--- config.mk ---
export PLATFORM = sky130hd
export DESIGN_NAME = nx_stream_combiner
export DESIGN_NICKNAME = d
export VERILOG_FILES = /design/src/rtl/nx_stream_combiner_pkg.sv /design/src/rtl/nx_stream_combiner_fifo.sv /design/src/rtl/nx_stream_combiner.sv
export SDC_FILE = /design/constraint.sdc
export NUM_CORES = 1
export LEC_CHECK = 0
export BUFFER_PORTS_ARGS = -buffer_cell sky130_fd_sc_hd__buf_2
export CELL_PAD_IN_SITES_DETAIL_PLACEMENT = 1
export CELL_PAD_IN_SITES_GLOBAL_PLACEMENT = 1
export CORE_MARGIN = 2
export CORE_UTILIZATION = 41
export CTS_BUF_LIST = sky130_fd_sc_hd__clkbuf_8
export DETAILED_ROUTE_END_ITERATION = 8
export PLACE_DENSITY = 0.92
export SYNTH_ARGS = -nofsm -noshare
export SYNTH_HDL_FRONTEND = slang
export SYNTH_HIERARCHICAL = 1
export SYNTH_SLANG_ARGS = --single-unit
export TNS_END_PERCENT = 20
--- constraint.sdc ---
create_clock -name clk_i -period 4.3 [get_ports clk_i]
set_clock_uncertainty 0.15 [all_clocks]
set_input_delay 1.075 -clock clk_i [delete_from_list [all_inputs] [get_ports clk_i]]
set_output_delay 1.075 -clock clk_i [all_outputs]
set_load 0.005 [all_outputs]
--- src/rtl/nx_stream_combiner_pkg.sv ---
// nx_stream_combiner_pkg: message and direction types used by the stream combiner.
// nx_direction_t encodes the four inbound directions in wrap order N,E,S,W.
package nx_stream_combiner_pkg;

  localparam int NX_MSG_W    = 12;
  localparam int NX_NUM_DIRS = 4;

  typedef logic [NX_MSG_W-1:0] nx_message_t;

  typedef enum logic [1:0] {
    NX_DIRX_NORTH = 2'd0,
    NX_DIRX_EAST  = 2'd1,
    NX_DIRX_SOUTH = 2'd2,
    NX_DIRX_WEST  = 2'd3
  } nx_direction_t;

  // Next direction in arbitration order; WEST wraps back to NORTH.
  function automatic nx_direction_t nx_dir_next(input nx_direction_t d);
    return nx_direction_t'(d + 2'd1);
  endfunction

endpackage

--- src/rtl/nx_stream_combiner_fifo.sv ---
// nx_fifo: synchronous FIFO with registered storage and head-of-queue output.
// Pushes while full and pops while empty are ignored. DEPTH must be >= 2.
module nx_fifo #(
  parameter int WIDTH = 14,
  parameter int DEPTH = 2
) (
  input  logic             clk_i,
  input  logic             rst_i,
  input  logic             push_i,
  input  logic [WIDTH-1:0] wdata_i,
  input  logic             pop_i,
  output logic [WIDTH-1:0] rdata_o,
  output logic             full_o,
  output logic             empty_o
);

  localparam int AW = (DEPTH > 1) ? $clog2(DEPTH) : 1;
  localparam int CW = $clog2(DEPTH + 1);

  logic [WIDTH-1:0] mem_q [DEPTH];
  logic [AW-1:0]    wr_ptr_q, wr_ptr_d;
  logic [AW-1:0]    rd_ptr_q, rd_ptr_d;
  logic [CW-1:0]    count_q, count_d;
  logic             do_push_s;
  logic             do_pop_s;

  // Pointer advance with wrap at DEPTH (DEPTH need not be a power of two).
  function automatic logic [AW-1:0] ptr_inc(input logic [AW-1:0] p);
    if (p == AW'(DEPTH - 1)) begin
      return '0;
    end else begin
      return p + AW'(1);
    end
  endfunction

  assign full_o    = (count_q == CW'(DEPTH));
  assign empty_o   = (count_q == CW'(0));
  assign do_push_s = push_i && !full_o;
  assign do_pop_s  = pop_i && !empty_o;
  assign rdata_o   = mem_q[rd_ptr_q];

  // Next-state for pointers and occupancy.
  always_comb begin
    wr_ptr_d = wr_ptr_q;
    rd_ptr_d = rd_ptr_q;
    count_d  = count_q;
    if (do_push_s) begin
      wr_ptr_d = ptr_inc(wr_ptr_q);
    end else begin
      wr_ptr_d = wr_ptr_q;
    end
    if (do_pop_s) begin
      rd_ptr_d = ptr_inc(rd_ptr_q);
    end else begin
      rd_ptr_d = rd_ptr_q;
    end
    case ({do_push_s, do_pop_s})
      2'b10:   count_d = count_q + CW'(1);
      2'b01:   count_d = count_q - CW'(1);
      default: count_d = count_q;
    endcase
  end

  // Pointer/occupancy registers; reset empties the queue immediately.
  always_ff @(posedge clk_i or negedge rst_i) begin
    if (!rst_i) begin
      wr_ptr_q <= '0;
      rd_ptr_q <= '0;
      count_q  <= '0;
    end else begin
      wr_ptr_q <= wr_ptr_d;
      rd_ptr_q <= rd_ptr_d;
      count_q  <= count_d;
    end
  end

  // Storage array, written only on an accepted push.
  always_ff @(posedge clk_i or negedge rst_i) begin
    if (!rst_i) begin
      for (int i = 0; i < DEPTH; i++) begin
        mem_q[i] <= '0;
      end
    end else if (do_push_s) begin
      mem_q[wr_ptr_q] <= wdata_i;
    end else begin
      mem_q[wr_ptr_q] <= mem_q[wr_ptr_q];
    end
  end

endmodule

--- src/rtl/nx_stream_combiner.sv ---
// nx_stream_combiner: merges four inbound message streams (N/E/S/W) into one
// outbound stream tagged with the source direction, through an egress FIFO.
// Build option: define NX_COMBINER_RR_EN for round-robin arbitration;
// otherwise fixed priority NORTH > EAST > SOUTH > WEST.
// Inbound ready depends only on valids, grant state and FIFO full, never on
// comb_ready_i, so a full FIFO refuses input even in a cycle that pops.
module nx_stream_combiner
  import nx_stream_combiner_pkg::*;
#(
  parameter int DEPTH = 2
) (
  input  logic          clk_i,
  input  logic          rst_i,
  output logic          idle_o,
  input  nx_message_t   north_data_i,
  input  nx_message_t   east_data_i,
  input  nx_message_t   south_data_i,
  input  nx_message_t   west_data_i,
  input  logic          north_valid_i,
  input  logic          east_valid_i,
  input  logic          south_valid_i,
  input  logic          west_valid_i,
  output logic          north_ready_o,
  output logic          east_ready_o,
  output logic          south_ready_o,
  output logic          west_ready_o,
  output nx_message_t   comb_data_o,
  output nx_direction_t comb_dir_o,
  output logic          comb_valid_o,
  input  logic          comb_ready_i
);

  localparam int FIFO_W = $bits(nx_message_t) + $bits(nx_direction_t);

  logic [NX_NUM_DIRS-1:0] valid_s;
  logic [NX_NUM_DIRS-1:0] ready_s;
  nx_message_t            msg_s [NX_NUM_DIRS];
  logic                   grant_any_s;
  nx_direction_t          grant_dir_s;
  logic                   push_s;
  logic                   pop_s;
  logic                   fifo_full_s;
  logic                   fifo_empty_s;
  logic [FIFO_W-1:0]      fifo_wdata_s;
  logic [FIFO_W-1:0]      fifo_rdata_s;

  assign valid_s  = {west_valid_i, south_valid_i, east_valid_i, north_valid_i};
  assign msg_s[0] = north_data_i;
  assign msg_s[1] = east_data_i;
  assign msg_s[2] = south_data_i;
  assign msg_s[3] = west_data_i;

`ifdef NX_COMBINER_RR_EN
  nx_direction_t last_q, last_d;
  nx_direction_t cand_s;

  // Round-robin search starting just after the last granted direction.
  always_comb begin
    grant_any_s = 1'b0;
    grant_dir_s = NX_DIRX_NORTH;
    cand_s      = last_q;
    for (int k = 0; k < NX_NUM_DIRS; k++) begin
      cand_s = nx_dir_next(cand_s);
      if (!grant_any_s && valid_s[cand_s]) begin
        grant_any_s = 1'b1;
        grant_dir_s = cand_s;
      end else begin
        grant_dir_s = grant_dir_s;
      end
    end
  end

  // Pointer moves only on an actual transfer.
  always_comb begin
    last_d = last_q;
    if (push_s) begin
      last_d = grant_dir_s;
    end else begin
      last_d = last_q;
    end
  end

  // Last-grant pointer; reset points at WEST so NORTH is searched first.
  always_ff @(posedge clk_i or negedge rst_i) begin
    if (!rst_i) begin
      last_q <= NX_DIRX_WEST;
    end else begin
      last_q <= last_d;
    end
  end
`else
  // Fixed priority NORTH > EAST > SOUTH > WEST.
  always_comb begin
    grant_any_s = 1'b1;
    grant_dir_s = NX_DIRX_NORTH;
    if (valid_s[0]) begin
      grant_dir_s = NX_DIRX_NORTH;
    end else if (valid_s[1]) begin
      grant_dir_s = NX_DIRX_EAST;
    end else if (valid_s[2]) begin
      grant_dir_s = NX_DIRX_SOUTH;
    end else if (valid_s[3]) begin
      grant_dir_s = NX_DIRX_WEST;
    end else begin
      grant_any_s = 1'b0;
    end
  end
`endif

  // A transfer happens whenever a direction is granted and there is room;
  // reset forces all readies low.
  assign push_s       = rst_i && grant_any_s && !fifo_full_s;
  assign pop_s        = !fifo_empty_s && comb_ready_i;
  assign fifo_wdata_s = {msg_s[grant_dir_s], grant_dir_s};

  // One-hot inbound ready for the granted direction.
  always_comb begin
    ready_s = 4'b0000;
    if (push_s) begin
      ready_s[grant_dir_s] = 1'b1;
    end else begin
      ready_s = 4'b0000;
    end
  end

  assign north_ready_o = ready_s[0];
  assign east_ready_o  = ready_s[1];
  assign south_ready_o = ready_s[2];
  assign west_ready_o  = ready_s[3];

  nx_fifo #(
    .WIDTH (FIFO_W),
    .DEPTH (DEPTH)
  ) u_fifo (
    .clk_i   (clk_i),
    .rst_i   (rst_i),
    .push_i  (push_s),
    .wdata_i (fifo_wdata_s),
    .pop_i   (pop_s),
    .rdata_o (fifo_rdata_s),
    .full_o  (fifo_full_s),
    .empty_o (fifo_empty_s)
  );

  assign comb_valid_o = !fifo_empty_s;
  assign comb_data_o  = fifo_rdata_s[FIFO_W-1:$bits(nx_direction_t)];
  assign comb_dir_o   = nx_direction_t'(fifo_rdata_s[$bits(nx_direction_t)-1:0]);
  assign idle_o       = fifo_empty_s && !(|valid_s);

endmodule

# Word-level counts from Yosys, hierarchy flattened
# Index checks and enable logic that the tools add are counted.
op_classes:
  add_sub_neg: 4
  n_lt_le_gt_ge: 6
  n_eq_ne: 3
  n_mux: 28
  bitwise_logic: 3
  reduce_logical: 14
op_table:
  columns: ["cell", "n"]
  rows:
  - ["$mux 14", 7]
  - ["$bwmux 28", 2]
  - ["$mux 28", 1]
  - ["$bmux 12 s2", 1]
  - ["$mux 12", 2]
  - ["$demux 14 s1", 1]
  - ["$logic_and 1x1->1", 8]
  - ["$mux 2", 4]
  - ["$mux 1", 7]
  - ["$eq 2x2->1 const B", 2]
  - ["$ge 2x2->1 const B", 2]
  - ["$mux 4", 1]
  - ["$not 1->2", 2]
  - ["$pmux 2 s2", 1]
  - ["$reduce_or 4->1", 1]
  - ["$ge 3x3->1 const B", 1]
  - ["$logic_not 1->1", 3]
  - ["$lt 2x3->1 const B", 1]
  - ["$not 2->3", 1]
  - ["$add 1x1->1 const B", 2]
  - ["$add 2x1->2 const B", 1]
  - ["$demux 1 s2", 1]
  - ["$eq 2x1->1 const B", 1]
  - ["$ge 2x1->1 const B", 1]
  - ["other kinds (4)", 4]
totals:
  regBits: 32
  in_bits: 55
  output_inout_bits: 20
  word_cells: 63

# Depth between registers and ports, before layout
# Gate-level depths: netlist (run 1).
logic_depth:
  word_depth: 10
  mapped_depth: 9
  mapped_depth_nobuf: 9

# Hierarchy
# Netlist (run 1), hierarchy kept.
by_module_without_submodules:
  columns: ["module", "n_inst", "cells_per_inst", "area_each_um2", "seq_area_each_um2"]
  rows:
  - ["nx_fifo", 1, 93, 1426.4, 800.8]
  - ["nx_stream_combiner", 1, 75, 508.0, 0.0]

# Worst setup path before layout (run 1)
# OpenSTA, ideal clock, no wires.
synth_path:
  path_kind: "input-to-output"
  start: "input east_valid_i"
  end: "output idle_o"
  t_arrival_ns: 1.704
  required_ns: 3.075
  setup_slack_ns: 1.371
  cell_stages: 4
  n_path_buf: 2
  cell_sequence: "buf_2 -> buf_2 -> nor2_1 -> and3_1"
synth_via:
  elab_chain_len: 3
synth_lines:
  columns: ["item", "line_no", "source"]
  rows:
  - ["start, declared", "nx_stream_combiner.sv:20", "input logic east_valid_i,"]
  - ["$reduce_or 4->1", "nx_stream_combiner.sv:148", "assign idle_o = fifo_empty_s && !(|valid_s);"]
  - ["$logic_not 1->1", "nx_stream_combiner.sv:148", null]
  - ["$logic_and 1x1->1", "nx_stream_combiner.sv:148", null]
  - ["end, declared", "nx_stream_combiner.sv:14", "output logic idle_o,"]
# Every way passes these cells.

# Final worst setup path (run 1)
layout_path:
  start: "input south_valid_i"
  end: "output west_ready_o"
layout_via:
  elab_chain_len: 8
  elab_cells_between_ends: 14
  cone_classes: "2 x order compare; 9 x mux; 3 x reduce/logical"
layout_lines:
  columns: ["item", "line_no", "source"]
  rows:
  - ["start, declared", "nx_stream_combiner.sv:21", "input logic south_valid_i,"]
  - ["$mux 2", "nx_stream_combiner.sv:100", "end else if (valid_s[2]) begin"]
  - ["$mux 2", "nx_stream_combiner.sv:98", "end else if (valid_s[1]) begin"]
  - ["$mux 2", "nx_stream_combiner.sv:96", "if (valid_s[0]) begin"]
  - ["$lt 2x3->1 (implied by the code) / $ge 2x1->1 (equally long branches)", "nx_stream_combiner.sv:120", "ready_s[grant_dir_s] = 1'b1;"]
  - ["$logic_and 1x1->1 (implied by the code)", "nx_stream_combiner.sv:120", null]
  - ["$mux 1 (implied by the code)", "nx_stream_combiner.sv:120", null]
  - ["$demux 1 s2", "nx_stream_combiner.sv:120", null]
  - ["$mux 4 (*)", "nx_stream_combiner.sv:119", "if (push_s) begin"]
  - ["end, declared", "nx_stream_combiner.sv:26", "output logic west_ready_o,"]
# Every way passes the cells marked *; elsewhere a longest branch is shown, timed or not.

==> impl_summary.md, run 1 <==
Route
The initial DRC count is around 50. The count of nets left with antenna violations once routing finished came out at 0. After detailed routing, the average wire length per cell comes to 17.6 um. The post-detailed-routing wire length is 5100 um. The post-detailed-route via-to-cell ratio is 5.47. After detailed routing, the number of remaining DRC violations is 0. For this block, the via count after detailed routing is 1582. The number of detailed-routing iterations run before antenna repair is 4.

Yosys
The complex-gate fraction of the synthesized area is between 10% and 20%. For this run, the register share of the synthesized area comes to 41.4%. After synthesis, the share of cell area in mux cells is between 20% and 30%.

Synthesis handed over a netlist of 168 instances. The cell area after synthesis is 1930 um2. The main combinational cell family by area after synthesis is multiplexers.

The biggest area contributor in the post-synthesis netlist is sky130_fd_sc_hd__dfrtp_1. The synthesized-area fraction occupied by xor and xnor cells is 2.26%. The count of cell types in the netlist is 28. The most instantiated flip-flop cell in the synthesis netlist is sky130_fd_sc_hd__dfrtp_1. The fraction of the mapped netlist area in adder cells is 0.647%. The fraction of the mapped netlist area in simple logic gates is between 8 and 9%.

Counting flops with a built-in enable in the synthesized netlist gives 0. For this run, asynchronously set or reset flops after synthesis account for 100%. The number of nets in the synthesized netlist is 224. By area the synthesized netlist is led by sky130_fd_sc_hd__dfrtp_1 (41%), sky130_fd_sc_hd__mux2_2 (24%), sky130_fd_sc_hd__a22o_1 (4.5%). The mean post-synth cell area is between 10 and 15 um2. For this run, the number of Yosys warnings is 6.

The synthesized design devotes to its leading area cell type approximately 41% of total area. In the synthesized netlist, the cells that appear most often are sky130_fd_sc_hd__mux2_2 (42), sky130_fd_sc_hd__dfrtp_1 (32), sky130_fd_sc_hd__a21oi_1 (13), sky130_fd_sc_hd__inv_1 (13), sky130_fd_sc_hd__a22o_1 (10). Among all cell types in the netlist, the one instantiated most often is sky130_fd_sc_hd__mux2_2.

The register bit total from synthesis is 32.

Timing
The post-route minimum period is 3210 ps. The fraction of the cycle the final worst path needs is 74.7%. For the pin with the worst max-slew slack, the measured transition is approximately 770 ps. Setup repair after global routing left no endpoint under its margin.

Hold timing on the final database bottoms out at a slack of about 360 ps. Headroom to the max-slew limit came out at 48.9%. The number of pins with negative max-slew slack in the final report is 0.

Based on the critical path, the design can be clocked at up to 312 MHz. Setup violations remaining at the end of the flow were counted as 0. The number of hold-slack violations in the final timing report is 0. The total negative setup slack is 0 ps.

Floorplanning
The starting density of the core is 43.5%. In this run the horizontal extent of the chip is 72.7 um. The placeable core area is 4440 um2. The floorplan step defined a die boundary enclosing about 5300 um2. The die is around 73 um tall.

The boundary pin count is 75. The number of cell rows is 24.

Final layout
The sequential cell area is 801 um2. The area used by multi-input combinational logic is 982 um2. The number of nets in the layout is 292. The post-route netlist has 56.5% of its cells at a drive strength greater than 1.

The number of antenna diodes in the final layout is 0. The area added between synthesis and finish is 22.4%. After filler insertion, the fill cell instance count of the layout stands at 509.

CTS
The clock tree buffer depth is 2. For this design, the CTS-stage hold fixing added 0 buffers. TritonCTS built the clock tree. The clock reaches the later pin of the worst-skew pair after 280 ps. The TritonCTS sink count is 32. The number of H-tree levels is 2. The buffer type at the clock tree root is sky130_fd_sc_hd__clkbuf_8. The post-cts resize count is 0.

The number of buffers inserted to repair setup after CTS is 0. The number of clock buffers added by TritonCTS is 5. Clock-pin slew was measured on the worst setup and hold paths at 60 ps.

Global route
Global routing used between 5 and 6% of the available met3 tracks. The global-route wire length before repair is approximately 8000 um. For this run the aggregate overflow at the end of global routing stands at 0. The initial antenna violation count is 0. Global routing used between 20% and 30% of the available met1 tracks. Entering global routing, the biggest net connects 33 pins. Across every metal layer, demand over resource in global routing totals 20.4%. The met2 capacity usage during global routing is 35.3%. The layer flagged by global routing as most heavily used is met2. The via count of the first global-routing pass is roughly 1600.

Setup path
At the worst endpoint, the required time is 3070 ps. The most prevalent standard cell on the critical path is sky130_fd_sc_hd__buf_2. The signal on the critical path passes through buf_2 > nor2b_4 > and3_1 > buf_2.

In this run the worst path has a maximum fanout of 16. The maximum single-stage delay on the critical path is 360 ps. The count of buffering cells on the critical path with inverters included is 2. By startpoint and endpoint, the worst setup path is classified as input pin to output pin. The slowest stage of the critical path belongs to the cell sky130_fd_sc_hd__nor2b_4. For the worst setup path, the data arrival time is roughly 2000 ps.

The endpoint class of the critical path is an output pin. The launching element type of the critical path is an input pin. The cell type group with the largest total delay on the critical path is simple AND/OR/NAND/NOR gates.

Job
The tool flagged a number of max-cap violations equal to 0.

Power and ir drop
The sum of internal, switching and leakage power is 1450 uW. The standby leakage power is 0.00120 uW. The worst-case vdd ir drop is around 0.28 mV. Power spread over the standard cell area amounts to 610 nW/um2.

Placed design
The number of I/O port buffers is 74. At the end of routability-driven placement, the weighted congestion stood at 0.717. Once detailed placement completed, the half-perimeter wirelength came to 3720 um.

Status
The run finished with clean final reports.

Worst hold path
The path class of the tightest hold or removal check is register to register.
[cells in the final DEF (no fill, tap or decap), types with 3 or more instances in the layout]
cell type and n:
sky130_fd_sc_hd__buf_2 74, sky130_fd_sc_hd__mux2_2 42, sky130_fd_sc_hd__dfrtp_1 32, sky130_fd_sc_hd__inv_1 15, sky130_fd_sc_hd__a21oi_1 13, sky130_fd_sc_hd__a22o_1 10
sky130_fd_sc_hd__a221o_1 8, sky130_fd_sc_hd__nor2_1 6, sky130_fd_sc_hd__clkbuf_8 6, sky130_fd_sc_hd__a221o_2 4, sky130_fd_sc_hd__and3_1 4, sky130_fd_sc_hd__nor2b_1 3
sky130_fd_sc_hd__xnor2_1 3
[layout make-up]
type                       count  area share, %
timing repair buffer          75           16.0
clock buffer                   6           3.49
clock inverter                 2          0.317
inverter                      14           2.22
sequential                    32           33.8
tap                           52           2.75
multi-input combinational    108           41.5
[layer usage]
metal  routed length (um)  vias to the layer above
met4                   36                        0
met3                  275                        4
met1                 2130                      783
met2                 2650                       52
li1                     -                      743
met5                    0                        -
[through the flow]
stage	std cells	util (%)	setup WS, ps	instance area [um2]
2_1_floorplan	168	-	1370	1930
3_3_place_gp	281	51.3	1100	2280
3_5_place_dp	281	51.3	1020	2280
4_1_cts	289	53.3	1100	2370
5_1_grt	289	53.3	1020	2370
6_report	289	53.3	1090	2370
[cells by family (layout without fill, tap and decap cells)]
group,count (synthesis),count (layout)
multiplexers,42,42
AO/OA/AOI/OAI,37,37
flip-flops,32,32
buffers and inverters,28,97
AND/OR/NAND/NOR,23,23
XOR/XNOR,5,5
adder cells (fa/ha/maj),1,1
[power breakdown]
group,internal (uW),total (uW),switching [uW],leakage (uW)
logic,391,638,248,0.000758
clock network,126,230,105,0.0000538
registers,456,577,121,0.000386
total,972,1450,473,0.00120
[path summary, 6_finish.rpt]
check | cells past startpoint | startpoint | end | slack, ps
setup / recovery | 4 | south_valid_i | west_ready_o | 1090
hold / removal | 1 | u_fifo/mem_q[5] | u_fifo/mem_q[5] | 360
setup reg to reg | 6 | u_fifo/count_q[0] | u_fifo/mem_q[1] | 1910
hold reg to reg | 1 | u_fifo/mem_q[5] | u_fifo/mem_q[5] | 360
max in group asynchronous | 2 | rst_i | u_fifo/mem_q[6] | 3020
min in group asynchronous | 2 | rst_i | u_fifo/mem_q[0] | 700
[flip-flops by register name, indices dropped and copies added, names as in the netlist]
name and cells:
u_fifo/mem_q 28, u_fifo/count_q 2, u_fifo/wr_ptr_q 1, u_fifo/rd_ptr_q 1
(Power assumes the default switching activity.)
==> run 2: changes to the inputs <==
--- a/config.mk
+++ b/config.mk
@@ -5,14 +5,15 @@
 export SDC_FILE = /design/constraint.sdc
 export NUM_CORES = 1
 export LEC_CHECK = 0
+export ABC_AREA = 1
 export BUFFER_PORTS_ARGS = -buffer_cell sky130_fd_sc_hd__buf_2
 export CELL_PAD_IN_SITES_DETAIL_PLACEMENT = 1
 export CELL_PAD_IN_SITES_GLOBAL_PLACEMENT = 1
 export CORE_MARGIN = 2
-export CORE_UTILIZATION = 41
+export CORE_UTILIZATION = 36
 export CTS_BUF_LIST = sky130_fd_sc_hd__clkbuf_8
 export DETAILED_ROUTE_END_ITERATION = 8
-export PLACE_DENSITY = 0.92
+export PLACE_DENSITY = 0.88
 export SYNTH_ARGS = -nofsm -noshare
 export SYNTH_HDL_FRONTEND = slang
 export SYNTH_HIERARCHICAL = 1
==> constraint.sdc (replaced) <==
create_clock -name clk_i -period 3.2 [get_ports clk_i]
set_clock_uncertainty 0.15 [all_clocks]
set_input_delay 0.8 -clock clk_i [delete_from_list [all_inputs] [get_ports clk_i]]
set_output_delay 0.8 -clock clk_i [all_outputs]
set_load 0.005 [all_outputs]
==> run 2 against run 1 <==
Non-clock buffer count increased by 5. Routed wire length increased by 29%. Register-to-register slack lost 1100 ps. Flip-flop and latch count stayed put. Via count increased by 55%. Largest cell class unchanged. Largest power group unchanged.
==> impl_summary.md, run 2 <==
Final layout
From synthesis to final layout, the design area changed by 20.1%. Leaving out fill and tap cells, the most frequent cell in the layout is sky130_fd_sc_hd__nand2_1. The top cell types in the final layout, fill and taps aside, are sky130_fd_sc_hd__nand2_1 (137), sky130_fd_sc_hd__buf_2 (74), sky130_fd_sc_hd__nand3_1 (62). The post-layout utilization of the core is 44.0% (-9.2 points). The largest registers in the layout are u_fifo/mem_q x28, u_fifo/count_q x2. The share of layout cells above drive strength 1 is 24.8% (-32 points).

The final antenna diode count is 0 (unchanged). The number of nets in the layout is 474 (+62%). The flip-flop count of the largest register, all copies and words added was 28 (unchanged). The register name with the most flops is u_fifo/mem_q.

Route
The post-detailed-route via-to-cell ratio is 4.96 (-9.4%). The initial DRC count is 128 (+150%). The via count is 2460 (+55%). The post-detailed-routing wire length is 6560 um (+29%).

The routed length per instance is 13.2 um (-25%). The number of detailed-routing iterations run before antenna repair is 4 (unchanged). The final routed DRC violation total came to 0 (unchanged). The post-route antenna net violation count is 0 (unchanged).

Setup path
The critical path required time is 2250 ps (-820 ps). The critical path start-end classification is input pin to output pin. The endpoint class of the critical path is an output pin. The arrival time at the worst endpoint is 1720 ps (-270 ps). The worst reg-to-reg path cell count is 10 (+4). The largest fanout on the critical path is 15 (-1). STA classifies the critical path startpoint as an input pin. The reg-to-reg endpoint is u_fifo/mem_q[0].

The startpoint of the lowest-slack register-to-register path is u_fifo/count_q[0]. The reg-to-reg setup timing slack came to 850 ps (-1060 ps).

Placed design
The number of I/O port buffers is 74 (unchanged). The half-perimeter wire length after placement is 5060 um (+36%). The final RePlAce weighted congestion is 0.791 (+10%).

CTS
The clock tree buffer depth is 2 (unchanged). The clock tree from TritonCTS is yes. The total of hold buffers inserted after clock tree synthesis is 0 (unchanged). The buffer type at the clock tree root is sky130_fd_sc_hd__clkbuf_8. The clock transition time at the flip-flop clock pins of the worst setup and hold paths is 60 ps (about the same).

The clock latency at the later pin of the worst-skew pair is 290 ps (about the same). The TritonCTS sink count came to 32 (unchanged). The number of buffers inserted to repair setup after CTS is 0 (unchanged). The number of buffers added by the clock tree synthesis step is 5 (unchanged). The post-cts resize count was 0 (unchanged). The number of H-tree levels was 2 (unchanged).

Global route
The via count of the first global-routing pass is 2554 (+56%). The global-route wire length before repair is 11400 um (+42%). The largest net degree at the start of global routing was 33 (unchanged).

The initial antenna violation count was 0 (unchanged). The total global routing overflow came to 0 (unchanged). The global routing usage summed across all routing layers is 20.0% (-0.43 points).

Timing
The worst-margin pin slew is 636 ps (-131 ps). The number of hold-slack violations in the final timing report is 0 (unchanged). Setup repair after global routing left no endpoint under its margin. The headroom to the max-slew limit is 57.6% (+8.8 points). The number of pins with negative max-slew slack in the final report is 0 (unchanged). The total negative setup slack was 0 ps (unchanged). The post-route minimum period is 2670 ps. The final number of setup-violating endpoints is 0 (unchanged). The fraction of the cycle the final worst path needs is 83.4%.

Derived from the worst setup path, the maximum achievable clock frequency is 375 MHz.

Floorplanning
The number of cell rows is 29 (+21%). The width of the chip was 83.7 um (+15%). The chip height is 83.7 um (+15%). The placeable core area came to 6240 um2 (+40%).

The boundary pin count is 75 (unchanged). The full die area is 7010 um2 (+33%). The starting density of the core is 36.7% (-6.9 points).

Job
The count of max-cap constraint violations is 0 (unchanged).

Status
The run finished with clean final reports.

Worst hold path
The cell count of the worst hold path is 2 (+1). The class of the worst hold path is register to register. The worst hold path startpoint is u_fifo/mem_q[17]. The end point of the worst hold path is u_fifo/mem_q[17].

Yosys
The count of cell types in the netlist is 23 (-18%). The async set or reset register ratio after synthesis was 100% (unchanged). The number of synthesized flops with an enable pin is 0 (unchanged). The register bit total from synthesis is 32 (unchanged). Among all flip-flop cells after synthesis, the most frequent one is sky130_fd_sc_hd__dfrtp_1. The portion of synthesized cell area occupied by the leading cell type is 35.0% (-6.4 points). The gate count of the mapped netlist was 354 (+110%). The share of the yosys chip area belonging to registers is 35.0% (-6.4 points). The cell area after synthesis is 2290 um2 (+18%). The total number of yosys warnings was 6 (unchanged). In the post-synthesis netlist, the biggest area contributors are sky130_fd_sc_hd__dfrtp_1 (35%), sky130_fd_sc_hd__nand2_1 (22%), sky130_fd_sc_hd__nand3_1 (14%). The largest total area in the synthesized netlist belongs to sky130_fd_sc_hd__dfrtp_1.

The most frequently used cell type in the post-synthesis netlist is sky130_fd_sc_hd__nand2_1. The number of nets in the synthesized netlist is 410 (+83%). Ranked by instance count, the synthesized netlist is headed by sky130_fd_sc_hd__nand2_1 (137), sky130_fd_sc_hd__nand3_1 (62), sky130_fd_sc_hd__inv_1 (46). The mean post-synth cell area was 6.46 um2 (-44%).

Power and ir drop
The part of the power in registers came to 36.5% (-3.4 points). The portion of total power attributed to combinational logic is 47.7% (+3.5 points). The internal power component was 1120 uW (+15%).

The ratio of total power to cell area is 739 nW/um2 (+21%). The standby leakage power is 0.00169 uW (+41%). The share of total power consumed by net switching is 44.9% (+12 points).

The net switching component of the power was 912 uW (+93%). The worst-case vdd ir drop is 0.244 mV (-14%). The part of the total power dissipated in the clock network is 15.8% (about the same).
run 2: cell families (layout without fill, tap and decap cells):
logic type	after synthesis	after routing	share of synthesized area (%)
compound gates	1	1	0.218
xor+xnor	1	1	0.383
flops	32	32	35.0
buf+inv	77	142	15.3
simple gates	242	242	48.6
fa+ha+maj	1	1	0.547
run 2: area by class of cell:
class                   count  area (um2)
well taps                  77        96.3
repair buffers             80         415
inverters                  54         203
clock inverters             2        10.0
flip-flops and latches     32         801
fillers                   878        3490
multi-input cells         245        1140
clock buffers               6        82.6
run 2: stage by stage:
stage	cell area [um2]	hold WS, ps	cells	total power (uW)	setup slack, ps
2_1_floorplan	2290	292	354	1420	761
6_report	2750	320	496	2030	531
4_1_cts	2750	326	496	2060	511
3_5_place_dp	2660	310	488	1730	517
5_1_grt	2750	354	496	2240	417
3_3_place_gp	2660	303	488	1670	558
run 2: how the worst max path moves through the flow:
stage | startpoint | endpoint | slack (ps) | cells after the start
finish | south_valid_i | north_ready_o | 530 | 6
global route | south_valid_i | north_ready_o | 420 | 6
CTS | south_valid_i | north_ready_o | 510 | 6
detailed placement | south_valid_i | north_ready_o | 520 | 6
global placement | south_valid_i | north_ready_o | 560 | 6
floorplan | north_valid_i | u_fifo/count_q[1] | 760 | 10
run 2: routing by layer:
metal  global-route usage (%)  up-vias  routed length [um]
met5                        0        -                   0
met4                     7.77        0                 116
met3                     5.54        9                 374
met2                     35.1       66                3210
met1                     23.0     1134                2860
li1                         -     1251                   -
run 2: worst max-delay path: stages:
cell	delay (ps)
sky130_fd_sc_hd__buf_2	240
sky130_fd_sc_hd__inv_2	80
sky130_fd_sc_hd__nand3_2	210
sky130_fd_sc_hd__nand2_2	100
sky130_fd_sc_hd__nor3_1	150
sky130_fd_sc_hd__buf_2	140
run 2: power groups by stage:
stage	clock, uW	combinational, uW	sequential, uW
after floorplan	0	736	682
after global placement	0	939	731
after detailed placement	0	982	746
after CTS	331	991	740
after global routing	353	1120	772
final	321	970	741
==> run 3: changes to the inputs <==
==> constraint.sdc (replaced) <==
create_clock -name clk_i -period 2.75 [get_ports clk_i]
set_clock_uncertainty 0.15 [all_clocks]
set_input_delay 0.6875 -clock clk_i [delete_from_list [all_inputs] [get_ports clk_i]]
set_output_delay 0.6875 -clock clk_i [all_outputs]
set_load 0.005 [all_outputs]
==> run 3 against run 2 <==
Routed wire length grew 2.0%. Global-route usage fell by 0.071 points. Total power up 17%. Highest routed layer unchanged. Hold slack got worse by 15 ps. Flip-flop and latch count is the same. First-iteration DRC count is 31% lower. Sequential share of layout area decreased by 0.29 points. Critical path depth increased by 1. Count of clock-buffer cells in the layout unchanged. Register-to-register slack worse by 200 ps. Cell count up 0.81%. Clock power is 11% higher.
==> impl_summary.md, run 3 (synthesis gave the netlist of run 2 again) <==
CTS
The number of H-tree levels is 2 (unchanged). The TritonCTS sink count is 32 (unchanged). The number of buffers added by the clock tree synthesis step came to 5 (unchanged).

The buffer type at the clock tree root is sky130_fd_sc_hd__clkbuf_8. The clock tree buffer depth is 2 (unchanged). The post-cts resize count is 0 (unchanged).

The clock transition time at the flip-flop clock pins of the worst setup and hold paths is 60 ps (about the same). The number of buffers inserted to repair setup after CTS is 0 (unchanged). The total of hold buffers inserted after clock tree synthesis is 0 (unchanged). The clock latency at the later pin of the worst-skew pair is 280 ps (about the same).

The clock tree from TritonCTS is yes.

Timing
In the finished design, the share of the clock period the worst path needs comes to roughly 85%. The number of hold-slack violations in the final timing report is 0 (unchanged). The worst path needs 2350 ps of the cycle, external delays included. The final number of setup-violating endpoints is 0 (unchanged). The worst-margin pin slew is 612 ps (-23.9 ps).

Based on the critical path, the design can be clocked at up to 426 MHz. The final hold slack is 305 ps (-15.1 ps). Setup repair after global routing left no endpoint under its margin. The number of pins with negative max-slew slack in the final report is 0 (unchanged).

The headroom to the max-slew limit came to 59.2% (+1.6 points). The total negative setup slack is 0 ps (unchanged).

Floorplanning
The width of the chip is 83.7 um (unchanged). The starting density of the core was 36.7% (unchanged). The number of cell rows is 29 (unchanged).

The chip height is 83.7 um (unchanged). The full die area is 7010 um2 (unchanged). The boundary pin count is 75 (unchanged). The placeable core area is 6240 um2 (unchanged).

Global route
The largest net degree at the start of global routing is 33 (unchanged). The initial antenna violation count is 0 (unchanged). The global-route wire length before repair is 11500 um (+1.3%). The total global routing overflow was 0 (unchanged).

The via count of the first global-routing pass is 2556 (+0.078%). The global routing usage summed across all routing layers came to 19.9% (-0.071 points).

Final layout
Leaving out fill and tap cells, the most frequent cell in the layout is sky130_fd_sc_hd__nand2_1. The final antenna diode count came to 0 (unchanged). The top cell types in the final layout, fill and taps aside, are sky130_fd_sc_hd__nand2_1 (137), sky130_fd_sc_hd__buf_2 (74), sky130_fd_sc_hd__nand3_1 (62). The area growth from synthesis to layout is 21.3%. The register name with the most flops is u_fifo/mem_q. The share of layout cells above drive strength 1 is 25.1% (+0.24 points). In the final layout, the registers with the most flip-flops are u_fifo/mem_q x28, u_fifo/count_q x2. The post-route cell area was 2780 um2 (+1.0%).

The number of nets in the layout is 478 (+0.84%). The post-layout utilization of the core is 44.5% (+0.44 points). The filler cell count in the final layout is 872 (-0.68%). The flip-flop count of the largest register, all copies and words added is 28 (unchanged).

Setup path
The critical path required time is 1910 ps (-340 ps). The setup path with the least slack is of type input pin to output pin. The launching element type of the critical path is an input pin. The arrival time at the worst endpoint came to 1510 ps (-210 ps).

The largest fanout on the critical path came to 13 (-2). STA classifies the critical path endpoint as an output pin.

Power and ir drop
The worst-case vdd ir drop was 0.286 mV (+17%). The ratio of total power to cell area is 858 nW/um2 (+16%). The standby leakage power was 0.00171 uW (+1.3%). The sum of internal, switching and leakage power is 2380 uW (+17%).

Route
The post-detailed-routing wire length is 6690 um (+2.0%). The number of detailed-routing iterations run before antenna repair is 4 (unchanged). The routed length per instance came to 13.4 um (+1.1%). The via count was 2456 (-0.16%). The initial DRC count is 88 (-31%). The final routed DRC violation total came to 0 (unchanged). The post-detailed-route via-to-cell ratio is 4.91 (-0.96%). The post-route antenna net violation count is 0 (unchanged).

Worst hold path
The worst hold path belongs to the class input pin to asynchronous set/reset pin.

Placed design
The post-placement cell area is 2690 um2 (+1.1%). The number of I/O port buffers is 74 (unchanged). The half-perimeter wire length after placement came to 5230 um (+3.3%). The final RePlAce weighted congestion is 0.809 (+2.2%).

Status
The flow ran to the end, and the final reports show no timing, DRC or antenna violations.

Job
The count of max-cap constraint violations is 0 (unchanged).
## run 3: cell count changes in the layout (fill, tap and decap cells not counted), sizes merged
| cell | delta |
|---|---|
| buf | +4 |
| clkinv | -2 |
| inv | +2 |
## run 3: area by class of cell
| cell class | instances | area [um2] | area share [%] |
|---|---|---|---|
| Clock inverter | 2 | 7.51 | 0.270 |
| Timing Repair Buffer | 84 | 445 | 16.0 |
| Inverter | 54 | 203 | 7.30 |
| Sequential cell | 32 | 801 | 28.8 |
| Clock buffer | 6 | 82.6 | 2.97 |
| Tap cell | 77 | 96.3 | 3.47 |
| Multi-Input combinational cell | 245 | 1140 | 41.1 |
## run 3: through the flow
step,std cells,setup slack (ps)
final,500,404
after detailed placement,492,390
after global placement,492,455
after floorplan,354,424
after CTS,500,415
after global routing,500,303
## run 3: worst max-delay path, cell delays in order
cell and delay (ps):
sky130_fd_sc_hd__buf_2 110, sky130_fd_sc_hd__inv_1 60, sky130_fd_sc_hd__buf_4 180, sky130_fd_sc_hd__nand3_2 90, sky130_fd_sc_hd__nand2_2 70, sky130_fd_sc_hd__nor3_1 160
sky130_fd_sc_hd__buf_2 150
## run 3: path summary, 6_finish.rpt
path                            slack, ps                end  depth (start not counted)         startpoint
worst min-delay path                  300    u_fifo/rd_ptr_q                          2              rst_i
max in group asynchronous            1850   u_fifo/mem_q[19]                          2              rst_i
worst max-delay path                  400      north_ready_o                          7      north_valid_i
min in group clk_i                    320   u_fifo/mem_q[10]                          2   u_fifo/mem_q[10]
worst min register to register        320   u_fifo/mem_q[10]                          2   u_fifo/mem_q[10]
worst max register to register        650  u_fifo/count_q[1]                         12  u_fifo/count_q[0]
## run 3: power by group
group	internal (uW)	leakage [uW]	switching, uW
Clock	196	0.0000538	159
Combinational	428	0.00126	735
Sequential	696	0.000400	167
## run 3: routing by layer
metal  vias up  track usage, %  share of wire [%]
li1       1254               -                  -
met1      1108            24.3                 44
met2        80            34.3                 48
met3        14            3.86                5.3
met4         0            8.36                2.2
met5         -               0                  0
